**config.mk**
```make
export PLATFORM = sky130hd
export DESIGN_NAME = vend_controller
export DESIGN_NICKNAME = d
export VERILOG_FILES = /design/src/rtl/vend_controller.sv
export SDC_FILE = /design/constraint.sdc
export NUM_CORES = 1
export LEC_CHECK = 0
export BUFFER_PORTS_ARGS = -buffer_cell sky130_fd_sc_hd__clkbuf_2
export CAP_MARGIN = 5
export CORE_AREA = 2 2 71 73
export DETAILED_ROUTE_END_ITERATION = 6
export DIE_AREA = 0 0 73 75
export PLACE_DENSITY_LB_ADDON = 0.08
export SYNTH_ARGS = -nofsm -noshare
export SYNTH_HDL_FRONTEND = slang
export SYNTH_SLANG_ARGS = --single-unit
```
**constraint.sdc**
```tcl
create_clock -name clk -period 2.76 [get_ports clk]
set_input_delay 0.276 -clock clk [delete_from_list [all_inputs] [get_ports clk]]
set_output_delay 0.276 -clock clk [all_outputs]
set_load 0.02 [all_outputs]
```
**src/rtl/vend_controller.sv**
```systemverilog
// vend_controller
//   Transaction sequencer for the vending machine. Accumulates coin credit,
//   validates selections against a packed price list and per-product stock
//   flags, drives the dispense motor through a vend_req/vend_ack handshake,
//   then returns change as one 5-unit chg_pulse per cycle.
//
// Optional feature: define VEND_TIMEOUT_EN to enable an idle counter that
//   auto-refunds credit after TIMEOUT_CYC quiet cycles in CREDIT.
//
// Ports:
//   clk          rising-edge clock
//   reset        asynchronous, active-high
//   coin_valid   single-cycle coin strobe, value on coin_val
//                (00=5, 01=10, 10=25, 11=100)
//   sel_valid    single-cycle selection strobe, product on sel_id
//   cancel       single-cycle refund request
//   stock_empty  per-product sold-out flags
//   vend_req     dispense request, held until vend_ack
//   vend_id      product being dispensed
//   vend_ack     motor-done strobe
//   coin_rej     pulse: previous-cycle coin was rejected
//   chg_pulse    one cycle per 5-unit change coin
//   credit       current credit in units
//   busy         high in VEND or CHANGE
//   err_soldout  pulse: selected product is sold out
//   err_funds    pulse: insufficient credit for selection
module vend_controller #(
    parameter int unsigned        NPROD       = 4,
    parameter logic [8*NPROD-1:0] PRICE_LIST  = 32'h644B3219,
    parameter logic [7:0]         MAX_CREDIT  = 8'd200,
    parameter logic [15:0]        TIMEOUT_CYC = 16'd1000
) (
    input  logic                     clk,
    input  logic                     reset,
    input  logic                     coin_valid,
    input  logic [1:0]               coin_val,
    input  logic                     sel_valid,
    input  logic [$clog2(NPROD)-1:0] sel_id,
    input  logic                     cancel,
    input  logic [NPROD-1:0]         stock_empty,
    output logic                     vend_req,
    output logic [$clog2(NPROD)-1:0] vend_id,
    input  logic                     vend_ack,
    output logic                     coin_rej,
    output logic                     chg_pulse,
    output logic [7:0]               credit,
    output logic                     busy,
    output logic                     err_soldout,
    output logic                     err_funds
);

    typedef enum logic [1:0] {IDLE, CREDIT, VEND, CHANGE} state_t;
    state_t state;

    function automatic logic [7:0] coin_units(input logic [1:0] code);
        case (code)
            2'b00:   return 8'd5;
            2'b01:   return 8'd10;
            2'b10:   return 8'd25;
            default: return 8'd100;
        endcase
    endfunction

    logic [7:0] price;
    logic [8:0] coin_sum;     // one extra bit so the limit check cannot wrap
    logic       coin_fits;
    logic       sel_accept;
    logic       refund;       // cancel in CREDIT, or idle timeout

    assign price      = PRICE_LIST[{sel_id, 3'b000} +: 8];
    assign coin_sum   = {1'b0, credit} + {1'b0, coin_units(coin_val)};
    assign coin_fits  = (coin_sum <= {1'b0, MAX_CREDIT});
    assign sel_accept = sel_valid && (state == CREDIT) &&
                        !stock_empty[sel_id] && (credit >= price);

`ifdef VEND_TIMEOUT_EN
    logic [15:0] idle_cnt;
    logic        timeout_hit;

    // Counts quiet cycles in CREDIT; any front-end activity restarts it.
    always_ff @(posedge clk or posedge reset) begin
        if (reset) begin
            idle_cnt <= '0;
        end else if (state != CREDIT || coin_valid || sel_valid || cancel) begin
            idle_cnt <= '0;
        end else begin
            idle_cnt <= idle_cnt + 16'd1;
        end
    end

    // Fires on the cycle the counter is about to reach TIMEOUT_CYC.
    assign timeout_hit = (state == CREDIT) && !coin_valid && !sel_valid &&
                         !cancel && (idle_cnt == TIMEOUT_CYC - 16'd1);
    assign refund      = (state == CREDIT) && (cancel || timeout_hit);
`else
    // Timeout disabled: parameter kept for interface compatibility only.
    logic unused_timeout;
    assign unused_timeout = ^TIMEOUT_CYC;
    assign refund         = (state == CREDIT) && cancel;
`endif

    always_ff @(posedge clk or posedge reset) begin
        if (reset) begin
            state       <= IDLE;
            vend_req    <= 1'b0;
            vend_id     <= '0;
            coin_rej    <= 1'b0;
            chg_pulse   <= 1'b0;
            credit      <= 8'd0;
            busy        <= 1'b0;
            err_soldout <= 1'b0;
            err_funds   <= 1'b0;
        end else begin
            coin_rej    <= 1'b0;
            err_soldout <= 1'b0;
            err_funds   <= 1'b0;
            case (state)
                IDLE, CREDIT: begin
                    if (refund) begin
                        coin_rej  <= coin_valid;
                        chg_pulse <= 1'b1;
                        busy      <= 1'b1;
                        state     <= CHANGE;
                    end else if (cancel) begin
                        // Cancel in IDLE does nothing but still outranks the coin.
                        coin_rej <= coin_valid;
                    end else begin
                        if (sel_valid) begin
                            if (state == IDLE)             err_funds   <= 1'b1;
                            else if (stock_empty[sel_id])  err_soldout <= 1'b1;
                            else if (credit < price)       err_funds   <= 1'b1;
                        end
                        if (sel_accept) begin
                            credit   <= credit - price;
                            vend_id  <= sel_id;
                            vend_req <= 1'b1;
                            busy     <= 1'b1;
                            state    <= VEND;
                            coin_rej <= coin_valid;
                        end else if (coin_valid) begin
                            if (coin_fits) begin
                                credit <= coin_sum[7:0];
                                state  <= CREDIT;
                            end else begin
                                coin_rej <= 1'b1;
                            end
                        end
                    end
                end
                VEND: begin
                    coin_rej <= coin_valid;
                    if (vend_ack) begin
                        vend_req <= 1'b0;
                        if (credit != 8'd0) begin
                            chg_pulse <= 1'b1;
                            state     <= CHANGE;
                        end else begin
                            busy  <= 1'b0;
                            state <= IDLE;
                        end
                    end
                end
                default: begin // CHANGE: credit shown this cycle is being paid out
                    coin_rej <= coin_valid;
                    credit   <= credit - 8'd5;
                    if (credit == 8'd5) begin
                        chg_pulse <= 1'b0;
                        busy      <= 1'b0;
                        state     <= IDLE;
                    end else begin
                        chg_pulse <= 1'b1;
                    end
                end
            endcase
        end
    end

endmodule
```
==> out/results.tsv, run 1 <==
metric	value	unit
power	3020	uW
grt_max_degree	19	
rsz0062_at_grt	true	
fmax	363	MHz
cp_data_arrival_time	2870	ps
overflow	0	
slew_violations	0	
drt_iter0_drc	275	
synth_edf_count	0	
holdWs	95.0	ps
syn_area_per_cell	8.33	um^2
period_minus_slack	2760	ps
fin_cells	383	
cts_sinks	18	
dr.pass1.iters	4	
timing.final.setup_violations	0	
die_width	73	um
power_leakage	0.00136	uW
crit_path_start_kind	flip-flop	
max-cap-violations	0	
clk_pin_slew_worst_paths	80	ps
layout-drive-gt1-share	37.1	%
synth_cells	249	
yosys_warnings	0	
critPathKind	flip-flop to flip-flop	
area_growth_syn_to_layout	36.9	%
rows	25	
finalHoldViolations	0	
wire_per_inst	15.5	um
syn_area	2070	um^2
dp_cells	376	
fin_tns_setup	0	ps
coreArea	4660	um^2
ant_nets	0	
clk_latency	270	ps
worst_clock_skew	11.4	ps
ys_async_sr_fraction	100	%
finalNetCount	369	
antennaDiodeCount	0	
drc	0	
worst_pin_slew	720	ps
power_density	1060	nW/um^2
routabilityCongestion	0.935	
crit_fanout	6	
io_pins	30	
ys_types	64	
worstPathRequired	2870	ps
grt_pass1_vias	2031	
vias	2153	
cts_htree_levels	1	
cts_tree	done	
clock_path_buffers	2	
synth_nets	288	
grt_usage	23.4	%
rrSetupSlack	3	ps
hold_class	input pin to asynchronous set/reset pin	
die-area	5480	um^2
drt-total-wl	5.95	mm
numCtsBuffers	3	
start_util	44.5	%
n_fill_cell	430	
hpwl	4.79	mm
port_buffers	29	
grt_pass1_wl	9.76	mm
fin_crit_sh	99.9	%
yosysSeqAreaShare	21.7	%
relSlewSlack	52.0	%
status	complete, no violations	
vias_per_cell	5.62	
ir_worst_vdd	0.588	mV
worstSetupEndpointType	flip-flop	
ys_seq_elements	18	
synthFlopType	dfrtp_1	
fin_util	60.9	%
ctsRootBufferMaster	clkbuf_8	
die_y	75	um
antenna_found_initial	0	
-- worst max-delay path, cell delays in order (launching register included) --
cell       delay (ps)
dfrtp_2           460
ha_4              180
fa_2              390
a211oi_4          310
o211a_1           190
o211ai_2          110
xnor2_2           290
a31oi_4           160
buf_4             160
o2111ai_1         170
o2111ai_1         190
-- synthesized netlist by cell type (2+ instances only) --
cell type / number / area, um^2
xor2_1: 3 / 26.3
o22ai_1: 4 / 25.0
and4_1: 3 / 26.3
o31ai_1: 2 / 15.0
mux2i_1: 2 / 20.0
inv_1: 27 / 101
nand2_1: 19 / 71.3
a21o_1: 5 / 37.5
or3b_1: 2 / 17.5
or3_1: 2 / 12.5
xnor2_1: 6 / 52.6
and3b_1: 2 / 17.5
a31oi_1: 3 / 18.8
ha_1: 23 / 288
o21ai_0: 19 / 95.1
a211oi_1: 3 / 22.5
o211ai_1: 5 / 37.5
nand4_1: 3 / 18.8
o2111ai_1: 2 / 17.5
nand3_1: 13 / 65.1
nand2b_1: 4 / 25.0
nor4_1: 2 / 12.5
a22o_1: 2 / 17.5
nor3_1: 2 / 10.0
a21oi_1: 12 / 60.1
clkbuf_1: 3 / 11.3
buf_2: 2 / 10.0
dfrtp_1: 18 / 450
mux2_2: 3 / 33.8
fa_1: 2 / 40.0
and2_1: 2 / 12.5
nor2_1: 17 / 63.8
-- sequential cells by signal, summed over array words and instances (netlist names) --
name	count
chg_pulse	1
state	2
credit	8
err_soldout	1
err_funds	1
vend_id	2
coin_rej	1
busy	1
vend_req	1
-- timing repair --
item | in CTS | in global routing
pin swaps | 4 | 13
setup endpoints to repair | 8 | 9
gates resized for setup | 7 | 9
hold buffers | 0 | 0
buffers inserted | 1 | 2
-- path summary, 6_finish.rpt --
| kind | startpoint | endpoint | depth (start not counted) |
|---|---|---|---|
| max | credit[0] | credit[4] | 10 |
| min | reset | credit[1] | 2 |
| max reg2reg | credit[0] | credit[4] | 10 |
| min reg2reg | vend_id[1] | vend_id[1] | 2 |
| max in group asynchronous | reset | credit[0] | 2 |
| min in group clk | sel_valid | err_funds | 3 |
-- metrics by stage --
| step | cell area, um^2 | worst slack, ps |
|---|---|---|
| floorplan | 2150 | -35.6 |
| global placement | 2700 | -341 |
| detailed placement | 2700 | -398 |
| CTS | 2790 | 22.0 |
| global route | 2840 | -152 |
| finish | 2840 | 3.31 |
-- placed cells by master (no fill, tap or decap), types with 5 or more instances in the layout --
cell type   n
buf_4      51
dfrtp_1    17
a21oi_1    12
inv_1      23
nor2_1     15
o211ai_1    5
a21o_1      5
ha_1       20
nand2_1    19
o21ai_0    19
xnor2_1     5
clkbuf_2   27
nand3_1    12
-- per-layer routing --
layer  part of all wire, %  vias to the layer above  track usage (%)
li1                      -                     1077                -
met2                    48                       63             39.4
met5                     0                        -                0
met1                    45                      999             31.8
met4                   2.4                        0             8.64
met3                   4.8                       14             1.47
-- logic make-up (layout without fill, tap and decap cells) --
family                     count (synthesis)  after routing  share of synthesized area [%]
and+or+nand+nor                           81             81                           21.2
AOI/OAI and AO/OA                         77             77                           27.6
buffers and inverters                     33            113                           6.27
adders and majority gates                 25             25                           15.8
DFF                                       18             18                           21.7
xor gates and xnor gates                   9              9                           3.80
muxes                                      6              6                           3.68
-- layout make-up --
cell class / count / area (um^2) / area share, %
multi-input cells: 198 / 1600 / 56.5
repair buffers: 82 / 563 / 19.8
flip-flops and latches: 18 / 452 / 15.9
inverters: 27 / 109 / 3.83
well taps: 54 / 67.6 / 2.38
clock buffers: 4 / 45.0 / 1.59
-- report_power, final --
| group | switching (uW) | leakage, uW | internal (uW) |
|---|---|---|---|
| Clock | 98.0 | 0.0000228 | 103 |
| Sequential | 133 | 0.000214 | 344 |
| Combinational | 1230 | 0.00112 | 1110 |
| Total | 1460 | 0.00136 | 1560 |
No activity file was read; power rests on OpenSTA's default activity.
==> inputs of run 2 (changes only) <==
--- a/config.mk
+++ b/config.mk
@@ -7,9 +7,9 @@
 export LEC_CHECK = 0
 export BUFFER_PORTS_ARGS = -buffer_cell sky130_fd_sc_hd__clkbuf_2
 export CAP_MARGIN = 5
-export CORE_AREA = 2 2 71 73
+export CORE_AREA = 2 2 95 97
 export DETAILED_ROUTE_END_ITERATION = 6
-export DIE_AREA = 0 0 73 75
+export DIE_AREA = 0 0 97 99
 export PLACE_DENSITY_LB_ADDON = 0.08
 export SYNTH_ARGS = -nofsm -noshare
 export SYNTH_HDL_FRONTEND = slang
==> out/results.tsv, run 2 (synthesis gave the netlist of run 1 again) <==
metric	value	unit	change
layout_common_cells	52 x buf_4, 27 x clkbuf_2, 23 x inv_1		
overflow	0		unchanged
die_width	97	um	+33%
wire_per_inst	15.5	um	-0.48%
worst_clock_skew	5.83	ps	-5.58 ps
hold_class	input pin to asynchronous set/reset pin		
n_fill_cell	914		+110%
status	complete, no violations		
worstSetupEndpointType	flip-flop		
worst_pin_slew	792	ps	+72.1 ps
path_delay_family	compound AO/OA/AOI/OAI gates		
io_pins	30		unchanged
ir_worst_vdd	0.428	mV	-27%
top_register	credit		
clk_latency	260	ps	about the same
final_common_cell	buf_4		
slowest_stage	dfrtp_2		
drt_iter0_drc	78		-72%
hpwl	5.55	mm	+16%
worstPathCellList	ha_4, fa_2, xor2_1, or3_1, a221o_1, a21oi_4, buf_4, o22ai_1, a22o_1		
max-cap-violations	0		unchanged
critPathMaxStageDelay	450	ps	about the same
coreArea	8550	um^2	+83%
ant_nets	0		unchanged
wl_met3	258	um	-10%
antennaDiodeCount	0		unchanged
worst_r2r_endpoint	credit[6]		
relSlewSlack	47.2	%	-4.8 points
grt_max_degree	19		unchanged
grt_pass1_wl	11.2	mm	+14%
grt_pass1_vias	2106		+3.7%
port_buffers	29		unchanged
cp.depth	9		-1
power_density	1060	nW/um^2	+0.21%
drt-total-wl	6.77	mm	+14%
clkPwrFrac	7.7	%	+1.0 points
cts_tree	done		
routed-wl-met2	3.11	mm	+10%
crit_fanout	4		-2
drc	0		unchanged
numCtsBuffers	3		unchanged
rows	34		+36%
die_y	99	um	+32%
critPathKind	flip-flop to flip-flop		
wl_met1	3.37	mm	+25%
dp_cells	432		+15%
regToRegStartpoint	credit[0]		
routabilityCongestion	0.813		-13%
area_growth_syn_to_layout	41.1	%	
finalHoldViolations	0		unchanged
cts_htree_levels	1		unchanged
vias	2118		-1.6%
fmax	369	MHz	+1.7%
cp_data_arrival_time	2870	ps	about the same
worstPathRequired	2920	ps	+50 ps
antenna_found_initial	0		unchanged
swShare	47.7	%	-0.71 points
fin_cells	438		+14%
p_int	1630	uW	+4.7%
largest_reg_flops	8		unchanged
pwr-share-seq	14.6	%	-1.2 points
rrSetupSlack	50	ps	+50 ps
timing.final.setup_violations	0		unchanged
reg_top3	credit (8), state (2), vend_id (2)		
holdWs	128	ps	+33.2 ps
cp-endpoint	credit[6]		
die-area	9600	um^2	+75%
switchingPower	1490	uW	+1.7%
power_leakage	0.00136	uW	+0.51%
fin_crit_sh	98.2	%	-1.7 points
layout-drive-gt1-share	37.9	%	+0.80 points
p_comb_share	77.7	%	+0.2 points
slew_violations	0		unchanged
ff2ff_path_depth	9		-1
crit_buf_inv	1		unchanged
start_util	24.3	%	-20 points
cts_sinks	18		unchanged
finalNetCount	370		+0.27%
vias_per_cell	4.84		-14%
rsz0062_at_grt	true		
dr.pass1.iters	4		unchanged
clock_path_buffers	2		unchanged
ctsHoldBuffers	0		unchanged
dr.max_layer_used	met4		
ctsRootBufferMaster	clkbuf_8		
grt_usage	14.4	%	-9.1 points
period_minus_slack	2710	ps	-45.7 ps
crit_path_start_kind	flip-flop		
startpoint	credit[0]		
clk_pin_slew_worst_paths	90	ps	about the same
-- run 2: layer usage --
layer  track usage, %  up-vias
li1                 -     1073
met3             1.06        2
met1             21.1      995
met2             23.5       48
met4             2.28        0
met5                0        -
-- run 2: area by class of cell --
cell class | count | area, um^2 | area share [%]
flip-flops and latches | 18 | 453 | 15.5
clock buffers | 4 | 55.1 | 1.88
multi-input cells | 198 | 1600 | 54.7
well taps | 108 | 135 | 4.62
inverters | 27 | 109 | 3.72
repair buffers | 83 | 574 | 19.6
-- run 2: through the flow --
stage          util, %  power (uW)  cell area [um^2]  setup WS, ps  TNS [ps]
3_5_place_dp      32.5        2750              2780          -426     -3060
5_1_grt           34.2        3390              2930         -34.5      -105
2_1_floorplan        -        1850              2150         -35.6     -50.4
4_1_cts           33.7        3080              2880          6.37         0
6_report          34.2        3110              2930          49.1         0
3_3_place_gp      32.5        2790              2780          -374     -2900
-- run 2: worst register-to-register path, stage by stage (launching register included) --
cell	delay, ps
dfrtp_2	450
ha_4	180
fa_2	370
xor2_1	190
or3_1	350
a221o_1	410
a21oi_4	190
buf_4	150
o22ai_1	80
a22o_1	250
-- run 2: worst min-delay path by stage --
| stage | from | to | cells after the start |
|---|---|---|---|
| finish | reset | state[0] | 2 |
| detailed placement | reset | vend_req | 2 |
| global route | reset | coin_rej | 2 |
| global placement | reset | vend_req | 2 |
| floorplan | reset | busy | 1 |
| CTS | reset | state[0] | 2 |
-- run 2: power by group through the flow --
stage	registers [uW]	logic, uW	clock network, uW
2_1_floorplan	541	1310	0
3_3_place_gp	467	2330	0
3_5_place_dp	457	2290	0
4_1_cts	456	2380	244
5_1_grt	471	2670	254
6_report	455	2420	239
-- run 2: repair_timing --
action | 4_1_cts | 5_1_grt
setup buffers | 1 | 1
setup endpoints to repair | 8 | 9
gates resized for setup | 8 | 9
pin swaps | 5 | 8
